`src/rtl/regfile_wb_arbiter_if.sv`:
```
// Requester, register-file write port and hazard-query bundle for regfile_wb_arbiter.
// The slave modport is the arbiter side and the master modport is the requester/regfile side.
interface regfile_wb_arbiter_if;
  logic        req0_valid;
  logic [4:0]  req0_rd;
  logic [31:0] req0_data;
  logic        req0_ready;
  logic        req1_valid;
  logic [4:0]  req1_rd;
  logic [31:0] req1_data;
  logic        req1_ready;
  logic        RegWrite;
  logic [4:0]  W1;
  logic [31:0] WD1;
  logic [4:0]  R1;
  logic [4:0]  R2;
  logic        hazard1;
  logic        hazard2;

  modport slave (
    input  req0_valid, req0_rd, req0_data,
    input  req1_valid, req1_rd, req1_data,
    input  R1, R2,
    output req0_ready, req1_ready,
    output RegWrite, W1, WD1,
    output hazard1, hazard2
  );

  modport master (
    output req0_valid, req0_rd, req0_data,
    output req1_valid, req1_rd, req1_data,
    output R1, R2,
    input  req0_ready, req1_ready,
    input  RegWrite, W1, WD1,
    input  hazard1, hazard2
  );
endinterface

```
`src/rtl/regfile_wb_arbiter.sv`:
```
// Two-requester write-back arbiter with one hold register per requester and RAW hazard flags.
// WBARB_ROUND_ROBIN_EN selects round-robin contention; the default build uses fixed priority to requester 0.
module regfile_wb_arbiter (
  input logic                  clk,
  input logic                  rst_n,
  regfile_wb_arbiter_if.slave  bus
);

  logic        hold0Valid_q, hold0Valid_d;
  logic [4:0]  hold0Rd_q, hold0Rd_d;
  logic [31:0] hold0Data_q, hold0Data_d;
  logic        hold1Valid_q, hold1Valid_d;
  logic [4:0]  hold1Rd_q, hold1Rd_d;
  logic [31:0] hold1Data_q, hold1Data_d;
  logic        regWrite_q, regWrite_d;
  logic [4:0]  w1_q, w1_d;
  logic [31:0] wd1_q, wd1_d;
  logic        grant0, grant1;
  logic        load0, load1;

`ifdef WBARB_ROUND_ROBIN_EN
  logic        lastGrant_q, lastGrant_d;

  // lastGrant_q == 1 means requester 1 won most recently, so requester 0 is favoured next.
  always_comb begin
    grant0 = 1'b0;
    grant1 = 1'b0;
    if (hold0Valid_q && hold1Valid_q) begin
      grant0 = lastGrant_q;
      grant1 = !lastGrant_q;
    end else begin
      grant0 = hold0Valid_q;
      grant1 = hold1Valid_q;
    end
  end

  always_comb begin
    lastGrant_d = lastGrant_q;
    if (grant0) lastGrant_d = 1'b0;
    if (grant1) lastGrant_d = 1'b1;
  end

  always_ff @(posedge clk or negedge rst_n) begin
    if (!rst_n) lastGrant_q <= 1'b1;
    else        lastGrant_q <= lastGrant_d;
  end
`else
  always_comb begin
    grant0 = hold0Valid_q;
    grant1 = hold1Valid_q && !hold0Valid_q;
  end
`endif

  // A hold can take a new request when it is empty or draining this cycle.
  assign bus.req0_ready = rst_n && (!hold0Valid_q || grant0);
  assign bus.req1_ready = rst_n && (!hold1Valid_q || grant1);

  assign load0 = bus.req0_valid && bus.req0_ready && (bus.req0_rd != 5'd0);
  assign load1 = bus.req1_valid && bus.req1_ready && (bus.req1_rd != 5'd0);

  always_comb begin
    hold0Valid_d = hold0Valid_q;
    hold0Rd_d    = hold0Rd_q;
    hold0Data_d  = hold0Data_q;
    hold1Valid_d = hold1Valid_q;
    hold1Rd_d    = hold1Rd_q;
    hold1Data_d  = hold1Data_q;
    regWrite_d   = grant0 || grant1;
    w1_d         = w1_q;
    wd1_d        = wd1_q;
    if (grant0) begin
      hold0Valid_d = 1'b0;
      w1_d         = hold0Rd_q;
      wd1_d        = hold0Data_q;
    end
    if (grant1) begin
      hold1Valid_d = 1'b0;
      w1_d         = hold1Rd_q;
      wd1_d        = hold1Data_q;
    end
    if (load0) begin
      hold0Valid_d = 1'b1;
      hold0Rd_d    = bus.req0_rd;
      hold0Data_d  = bus.req0_data;
    end
    if (load1) begin
      hold1Valid_d = 1'b1;
      hold1Rd_d    = bus.req1_rd;
      hold1Data_d  = bus.req1_data;
    end
  end

  always_ff @(posedge clk or negedge rst_n) begin
    if (!rst_n) begin
      hold0Valid_q <= 1'b0;
      hold0Rd_q    <= 5'd0;
      hold0Data_q  <= 32'd0;
      hold1Valid_q <= 1'b0;
      hold1Rd_q    <= 5'd0;
      hold1Data_q  <= 32'd0;
      regWrite_q   <= 1'b0;
      w1_q         <= 5'd0;
      wd1_q        <= 32'd0;
    end else begin
      hold0Valid_q <= hold0Valid_d;
      hold0Rd_q    <= hold0Rd_d;
      hold0Data_q  <= hold0Data_d;
      hold1Valid_q <= hold1Valid_d;
      hold1Rd_q    <= hold1Rd_d;
      hold1Data_q  <= hold1Data_d;
      regWrite_q   <= regWrite_d;
      w1_q         <= w1_d;
      wd1_q        <= wd1_d;
    end
  end

  assign bus.RegWrite = regWrite_q;
  assign bus.W1       = w1_q;
  assign bus.WD1      = wd1_q;

  // A write is pending while it sits in a hold or is on the regfile port this cycle.
  assign bus.hazard1 = (bus.R1 != 5'd0) &&
                       ((hold0Valid_q && hold0Rd_q == bus.R1) ||
                        (hold1Valid_q && hold1Rd_q == bus.R1) ||
                        (regWrite_q && w1_q == bus.R1));
  assign bus.hazard2 = (bus.R2 != 5'd0) &&
                       ((hold0Valid_q && hold0Rd_q == bus.R2) ||
                        (hold1Valid_q && hold1Rd_q == bus.R2) ||
                        (regWrite_q && w1_q == bus.R2));

endmodule
```
`src/flat_wrapper.sv`:
```
// flat-port wrapper written by rule: the top's interface ports become plain ports
module regfile_wb_arbiter_flat 
  (clk, rst_n, bus_req0_valid, bus_req0_rd, bus_req0_data, bus_req1_valid, bus_req1_rd, bus_req1_data, bus_R1, bus_R2, bus_req0_ready, bus_req1_ready, bus_RegWrite, bus_W1, bus_WD1, bus_hazard1, bus_hazard2);
  regfile_wb_arbiter_if bus_i ();
  input logic clk;
  input logic rst_n;
  input wire logic [$bits(bus_i.req0_valid)-1:0] bus_req0_valid;
  input wire logic [$bits(bus_i.req0_rd)-1:0] bus_req0_rd;
  input wire logic [$bits(bus_i.req0_data)-1:0] bus_req0_data;
  input wire logic [$bits(bus_i.req1_valid)-1:0] bus_req1_valid;
  input wire logic [$bits(bus_i.req1_rd)-1:0] bus_req1_rd;
  input wire logic [$bits(bus_i.req1_data)-1:0] bus_req1_data;
  input wire logic [$bits(bus_i.R1)-1:0] bus_R1;
  input wire logic [$bits(bus_i.R2)-1:0] bus_R2;
  output wire logic [$bits(bus_i.req0_ready)-1:0] bus_req0_ready;
  output wire logic [$bits(bus_i.req1_ready)-1:0] bus_req1_ready;
  output wire logic [$bits(bus_i.RegWrite)-1:0] bus_RegWrite;
  output wire logic [$bits(bus_i.W1)-1:0] bus_W1;
  output wire logic [$bits(bus_i.WD1)-1:0] bus_WD1;
  output wire logic [$bits(bus_i.hazard1)-1:0] bus_hazard1;
  output wire logic [$bits(bus_i.hazard2)-1:0] bus_hazard2;
  assign bus_i.req0_valid = bus_req0_valid;
  assign bus_i.req0_rd = bus_req0_rd;
  assign bus_i.req0_data = bus_req0_data;
  assign bus_i.req1_valid = bus_req1_valid;
  assign bus_i.req1_rd = bus_req1_rd;
  assign bus_i.req1_data = bus_req1_data;
  assign bus_i.R1 = bus_R1;
  assign bus_i.R2 = bus_R2;
  assign bus_req0_ready = bus_i.req0_ready;
  assign bus_req1_ready = bus_i.req1_ready;
  assign bus_RegWrite = bus_i.RegWrite;
  assign bus_W1 = bus_i.W1;
  assign bus_WD1 = bus_i.WD1;
  assign bus_hazard1 = bus_i.hazard1;
  assign bus_hazard2 = bus_i.hazard2;
  regfile_wb_arbiter u_core (.clk(clk), .rst_n(rst_n), .bus(bus_i));
endmodule
```
`config.mk`:
```
export PLATFORM = sky130hd
export DESIGN_NAME = regfile_wb_arbiter_flat
export DESIGN_NICKNAME = d
export VERILOG_FILES = /design/src/rtl/regfile_wb_arbiter_if.sv /design/src/rtl/regfile_wb_arbiter.sv /design/src/flat_wrapper.sv
export SDC_FILE = /design/constraint.sdc
export NUM_CORES = 1
export LEC_CHECK = 0
export CAP_MARGIN = 20
export CORE_MARGIN = 2
export CORE_UTILIZATION = 52
export CTS_BUF_LIST = sky130_fd_sc_hd__clkbuf_16
export DETAILED_ROUTE_END_ITERATION = 8
export MAX_ROUTING_LAYER = met4
export PLACE_DENSITY = 0.86
export SKIP_LAST_GASP = 1
export SYNTH_ARGS = -nofsm -noshare
export SYNTH_HDL_FRONTEND = slang
export SYNTH_SLANG_ARGS = --single-unit
export TNS_END_PERCENT = 1
```
`constraint.sdc`:
```
create_clock -name clk -period 2.7 [get_ports clk]
set_input_delay 0.54 -clock clk [delete_from_list [all_inputs] [get_ports clk]]
set_output_delay 0.54 -clock clk [all_outputs]
set_load 0.05 [all_outputs]
```
======== Yosys cells after proc, flatten, opt, wreduce, memory -nomap -nowiden ========
Cells that the tools add are included.
storage, ports and cells
  logic and storage cells ................. 50
  bits in registers ....................... 114
  bits of input ports ..................... 88
  output and inout port bits .............. 42
cells by class
  equal/unequal tests ..................... 6
  reductions and logical operators ........ 28
  multiplexer cells ....................... 7
operators with widths
  operator             count
  two-way mux 32 bit   2
  equality test 5 bit  6
  nonzero test 5 bit   4
  logical AND 1 bit    14
  two-way mux 5 bit    2
  logical OR 1 bit     6
  nonzero test 2 bit   2
  two-way mux 1 bit    3
  zero test 1 bit      2

======== Longest topological paths before layout ========
  depth in word-level cells ............... 7
  depth in mapped cells ................... 7
  gate-level depth less buffers ........... 4

======== Least setup slack after synthesis ========
OpenSTA, ideal clock, no wires.
  path type ............................... reg2out
  start ................................... register u_core.w1_q[0], in the netlist u_core.bus.W1[0]
  end ..................................... output bus_hazard2
  data required time ...................... 2.160 ns
  arrival ................................. 1.936 ns
  cell stages (with the launch flop) ...... 5
  path slack .............................. 0.224 ns
  buffers on the path ..................... 0
  path through ............................ dfrtp_1 xor2_1 nor4_1 a32oi_1 a21oi_1
on the way
  cells in the longest elaborated chain, start to end .. 4
ends and longest elaborated chain
  what                    line                       text
  start, declared         regfile_wb_arbiter.sv:16   logic [4:0] w1_q, w1_d;
  start signal, assigned  regfile_wb_arbiter.sv:112  w1_q <= w1_d;
  equality test 5 bit     regfile_wb_arbiter.sv:129  (regWrite_q && w1_q == bus.R2));
  logical AND 1 bit       regfile_wb_arbiter.sv:129
  logical OR 1 bit        regfile_wb_arbiter.sv:128  (hold1Valid_q && hold1Rd_q == bus.R2) ||
  logical AND 1 bit       regfile_wb_arbiter.sv:126  assign bus.hazard2 = (bus.R2 != 5'd0) &&
  end, declared           flat_wrapper.sv:21         output wire logic [$bits(bus_i.hazard2)-1:0] bus_hazard2;
No other way between the ends.

======== Worst setup path in the final report ========
  start ................................... input bus_R1[3]
  end ..................................... output bus_hazard1
on the way
  cells in the longest elaborated chain, start to end .. 5
  elaborated cells on any way between the ends .. 10
  those cells by class .................... 3 x eq/ne; 7 x reduce/logical
ends and longest elaborated chain
  what                                    line                                                  text
  start, declared                         flat_wrapper.sv:13                                    input wire logic [$bits(bus_i.R1)-1:0] bus_R1;
  equality test 5 bit (on tied branches)  regfile_wb_arbiter.sv:123, regfile_wb_arbiter.sv:124
  logical AND 1 bit (on tied branches)    regfile_wb_arbiter.sv:123, regfile_wb_arbiter.sv:124
  logical OR 1 bit                        regfile_wb_arbiter.sv:123                             ((hold0Valid_q && hold0Rd_q == bus.R1) ||
  logical OR 1 bit                        regfile_wb_arbiter.sv:124                             (hold1Valid_q && hold1Rd_q == bus.R1) ||
  logical AND 1 bit *                     regfile_wb_arbiter.sv:122                             assign bus.hazard1 = (bus.R1 != 5'd0) &&
  end, declared                           flat_wrapper.sv:20                                    output wire logic [$bits(bus_i.hazard1)-1:0] bus_hazard1;
Mark *: on every way between the ends. The rest lies on a longest branch, timed or not.

==> results.md <==
- First-pass GRT wire length: 18490 um
- Hold_ws: 242.7 ps
- Power Density: 843.3 mW/mm2
- HPWL after detailed placement: 7820 um
- Hold WC Path Type: primary input to asynchronous set/reset pin
- Worst setup startpoint: bus_R1[3]
- Req. time, crit path: 2160 ps
- CP Max Fanout: 4
- F_max: 0.3764 GHz
- Placed cell count: 622
- RSZ-0062 raised after global routing: true
- Core area: 0.009240 mm2
- Crit path to: bus_hazard1
- Reg clk slew, reported paths: 60 ps
- Number of global-route vias before repair: 3778
- Met2 WL: 5763 um
- Routed WL per cell: 17.83 um
- CTS tree: built
- Final Cell Area: 0.007024 mm2
- GRT Total Usage: 24.44%
- Die height: 101.7 um
- FFs w/ async S/R, synth: 100.0%
- DRC errors left: 0
- Die width: 101.7 um
- Diode count: 0
- Most used DFF post-synth: dfrtp_1
- Finished Layout Cells: 655
- Sequential fraction of the synthesis area: 57.46%
- PnR worst setup slack: 43.04 ps
- Fin. max-slew vios: 0
- FF-to-FF path depth: 5
- Area post-placement: 0.006410 mm2
- Die area: 0.01034 mm2
- Final Hold Fails: 0
- Synth area leaders: dfrtp_1, mux2_1, mux2_2
- Leak: 2.930 nW
- Number of DRC markers in iteration 0: 176
- Worst path max stage delay: 510 ps
- Largest net degree at the start of global routing: 82
- Cell count after synthesis: 378
- Total gr overflow: 0
- Syn Nets: 466
- Reg2reg setup slack: 640 ps
- Synthesized cell area: 0.004965 mm2
- # Max-Cap Violations: 0
- # IOs: 130
- Final wirelength: 11680 um
- Reg2Reg Capture Point: u_core.hold1Data_q[10]
- Synth Warn #: 0
- Gpl congestion: 0.9580
- Initial antenna violation count: 0
- Max-slew headroom: 60.26%
- DP Worst Slack: 32.06 ps
- Yosys reg bits: 114
- H-tree levels: 4
- Input/output buffers: 129
- Starting Density: 53.73%
- Final ANT Viol Nets: 0
- Nets: 601
- FP Rows: 35
- WL met3: 577 um
- DR vias/cell: 5.282
- Area delta synth->final: 41.48%
- Final Skew: 5.342 ps
- Worst Path Arrival: 2120 ps
- DR top layer: met4
- Final setup fails: 0
- Synth top area share: 57.46%
- Worst setup SP type: primary input
- Worst Setup End Kind: output pin
- Clk_lat worst skew: 400 ps
- Final worst-path cycle share: 98.41%
- Status: finished, final reports clean
- DRT met1 WL: 5085 um
- Avg Synthesized Cell Area: 13.13 um2
- Slowest cell on crit path: clkdlybuf4s50_1
- Clock Tree Root: clkbuf_16
- Measured slew at the worst slew-check pin: 596.2 ps
- Fraction of layout cells with a size suffix above 1: 16.54%
- Worst VDD drop: 641.1 uV
- EDFF count, synth: 0
- Max clock buf depth: 2
- Post-layout minimum cycle time: 2657 ps
- R2r startpoint: u_core.hold1Valid_q
- Unique cell type count in the Yosys netlist: 24
- CTS Sinks: 114
- Worst Path Class, Setup: primary input to output pin
- Synth area leader: dfrtp_1
- Total CTS buffers: 17
- Most common cell in the netlist: dfrtp_1
- Drt first pass iters: 4
- Post-synth top cells: dfrtp_1, nand2_1, mux2i_1, o21ai_0
- Hold_buf cts: 0
- Fill cell count: 614
- Finished Core Util: 76.02%
- Routed via count: 3460
- Worst path cell trace: clkdlybuf4s50_1 -> xor2_1 -> nor4_2 -> nand3_1 -> a21oi_1 -> buf_12
[how the worst min path moves through the flow]
stage	startpoint	to	slack, ps	cells past startpoint
after floorplan	rst_n	u_core.bus.RegWrite	240	0
after global placement	u_core.hold0Data_q[3]	u_core.bus.WD1[3]	450	2
after detailed placement	u_core.hold0Data_q[29]	u_core.bus.WD1[29]	470	2
after CTS	rst_n	u_core.bus.WD1[26]	250	2
after global routing	rst_n	u_core.bus.W1[4]	280	2
final	rst_n	u_core.hold0Rd_q[1]	240	2
[report_power, final]
part           switching [mW]  internal, mW  total, mW  leakage (nW)
logic                   0.844         0.641       1.48          1.30
clock network           0.811          1.36       2.17         0.272
registers               0.237          2.03       2.27          1.36
total                    1.89          4.03       5.92          2.93
[placed cells by master, fill, tap and decap left out, drive strengths merged, types with 3 or more instances in the layout]
master         synthesis  final
mux2                  72     72
clkinvlp               0      4
clkbuf                10     17
xor2                  24     24
mux2i                 37     37
inv                    1      4
nor4                   6      6
clkdlybuf4s50          0    124
and2                   3      3
nand2                 39     39
buf                   12     14
xnor2                  6      6
o21ai                 37     37
clkinv                 0      6
or4                    4      4
dfrtp                114    114
[kinds of logic after synthesis]
kind of cell              synth area share, %
buffers and inverters                   3.100
DFF                                     57.46
muxes                                   23.79
and+or+nand+nor                         5.167
xor gates and xnor gates                5.292
AOI/OAI and AO/OA                       5.192
[per-layer routing]
| layer | GRT usage [%] | vias to the layer above |
|---|---|---|
| met3 | 5.590 | 22 |
| li1 | - | 1599 |
| met2 | 39.27 | 108 |
| met4 | 9.667 | 0 |
| met5 | - | - |
| met1 | 30.03 | 1731 |
[area by class of cell]
type | count | area (um2) | area share [%]
Clock buffer | 17 | 425.4 | 6.056
Clock inverter | 15 | 158.9 | 2.262
Inverter | 1 | 3.754 | 0.05344
Multi-Input combinational cell | 241 | 1986 | 28.27
Sequential cell | 114 | 2855 | 40.65
Tap cell | 129 | 161.4 | 2.298
Timing Repair Buffer | 138 | 1434 | 20.41
[state kept, by name, indices dropped and copies added, names as in the netlist]
register and flops:
u_core.hold0Data_q 32, u_core.bus.WD1 32, u_core.hold1Valid_q 1, u_core.hold1Rd_q 5, u_core.bus.W1 5, u_core.grant0 1, u_core.bus.RegWrite 1, u_core.hold0Rd_q 5
u_core.hold1Data_q 32
[through the flow]
step | power [mW] | TNS [ps]
floorplan | 3.149 | 0
finish | 5.924 | 0
global placement | 3.716 | 0
global route | 6.179 | -5.791
detailed placement | 3.769 | 0
CTS | 5.967 | 0
[critical path, delay by kind of cell]
| family | cells | cell delay [ps] |
|---|---|---|
| AO/OA/AOI/OAI | 1 | 260 |
| XOR/XNOR | 1 | 210 |
| buffers and inverters | 2 | 690 |
| AND/OR/NAND/NOR | 2 | 420 |
[timing repair]
action                     4_1_cts  5_1_grt
gates resized for setup          0        2
setup endpoints to repair        0        2
buffers inserted                 0        0
No activity file was read; power rests on OpenSTA's default activity.
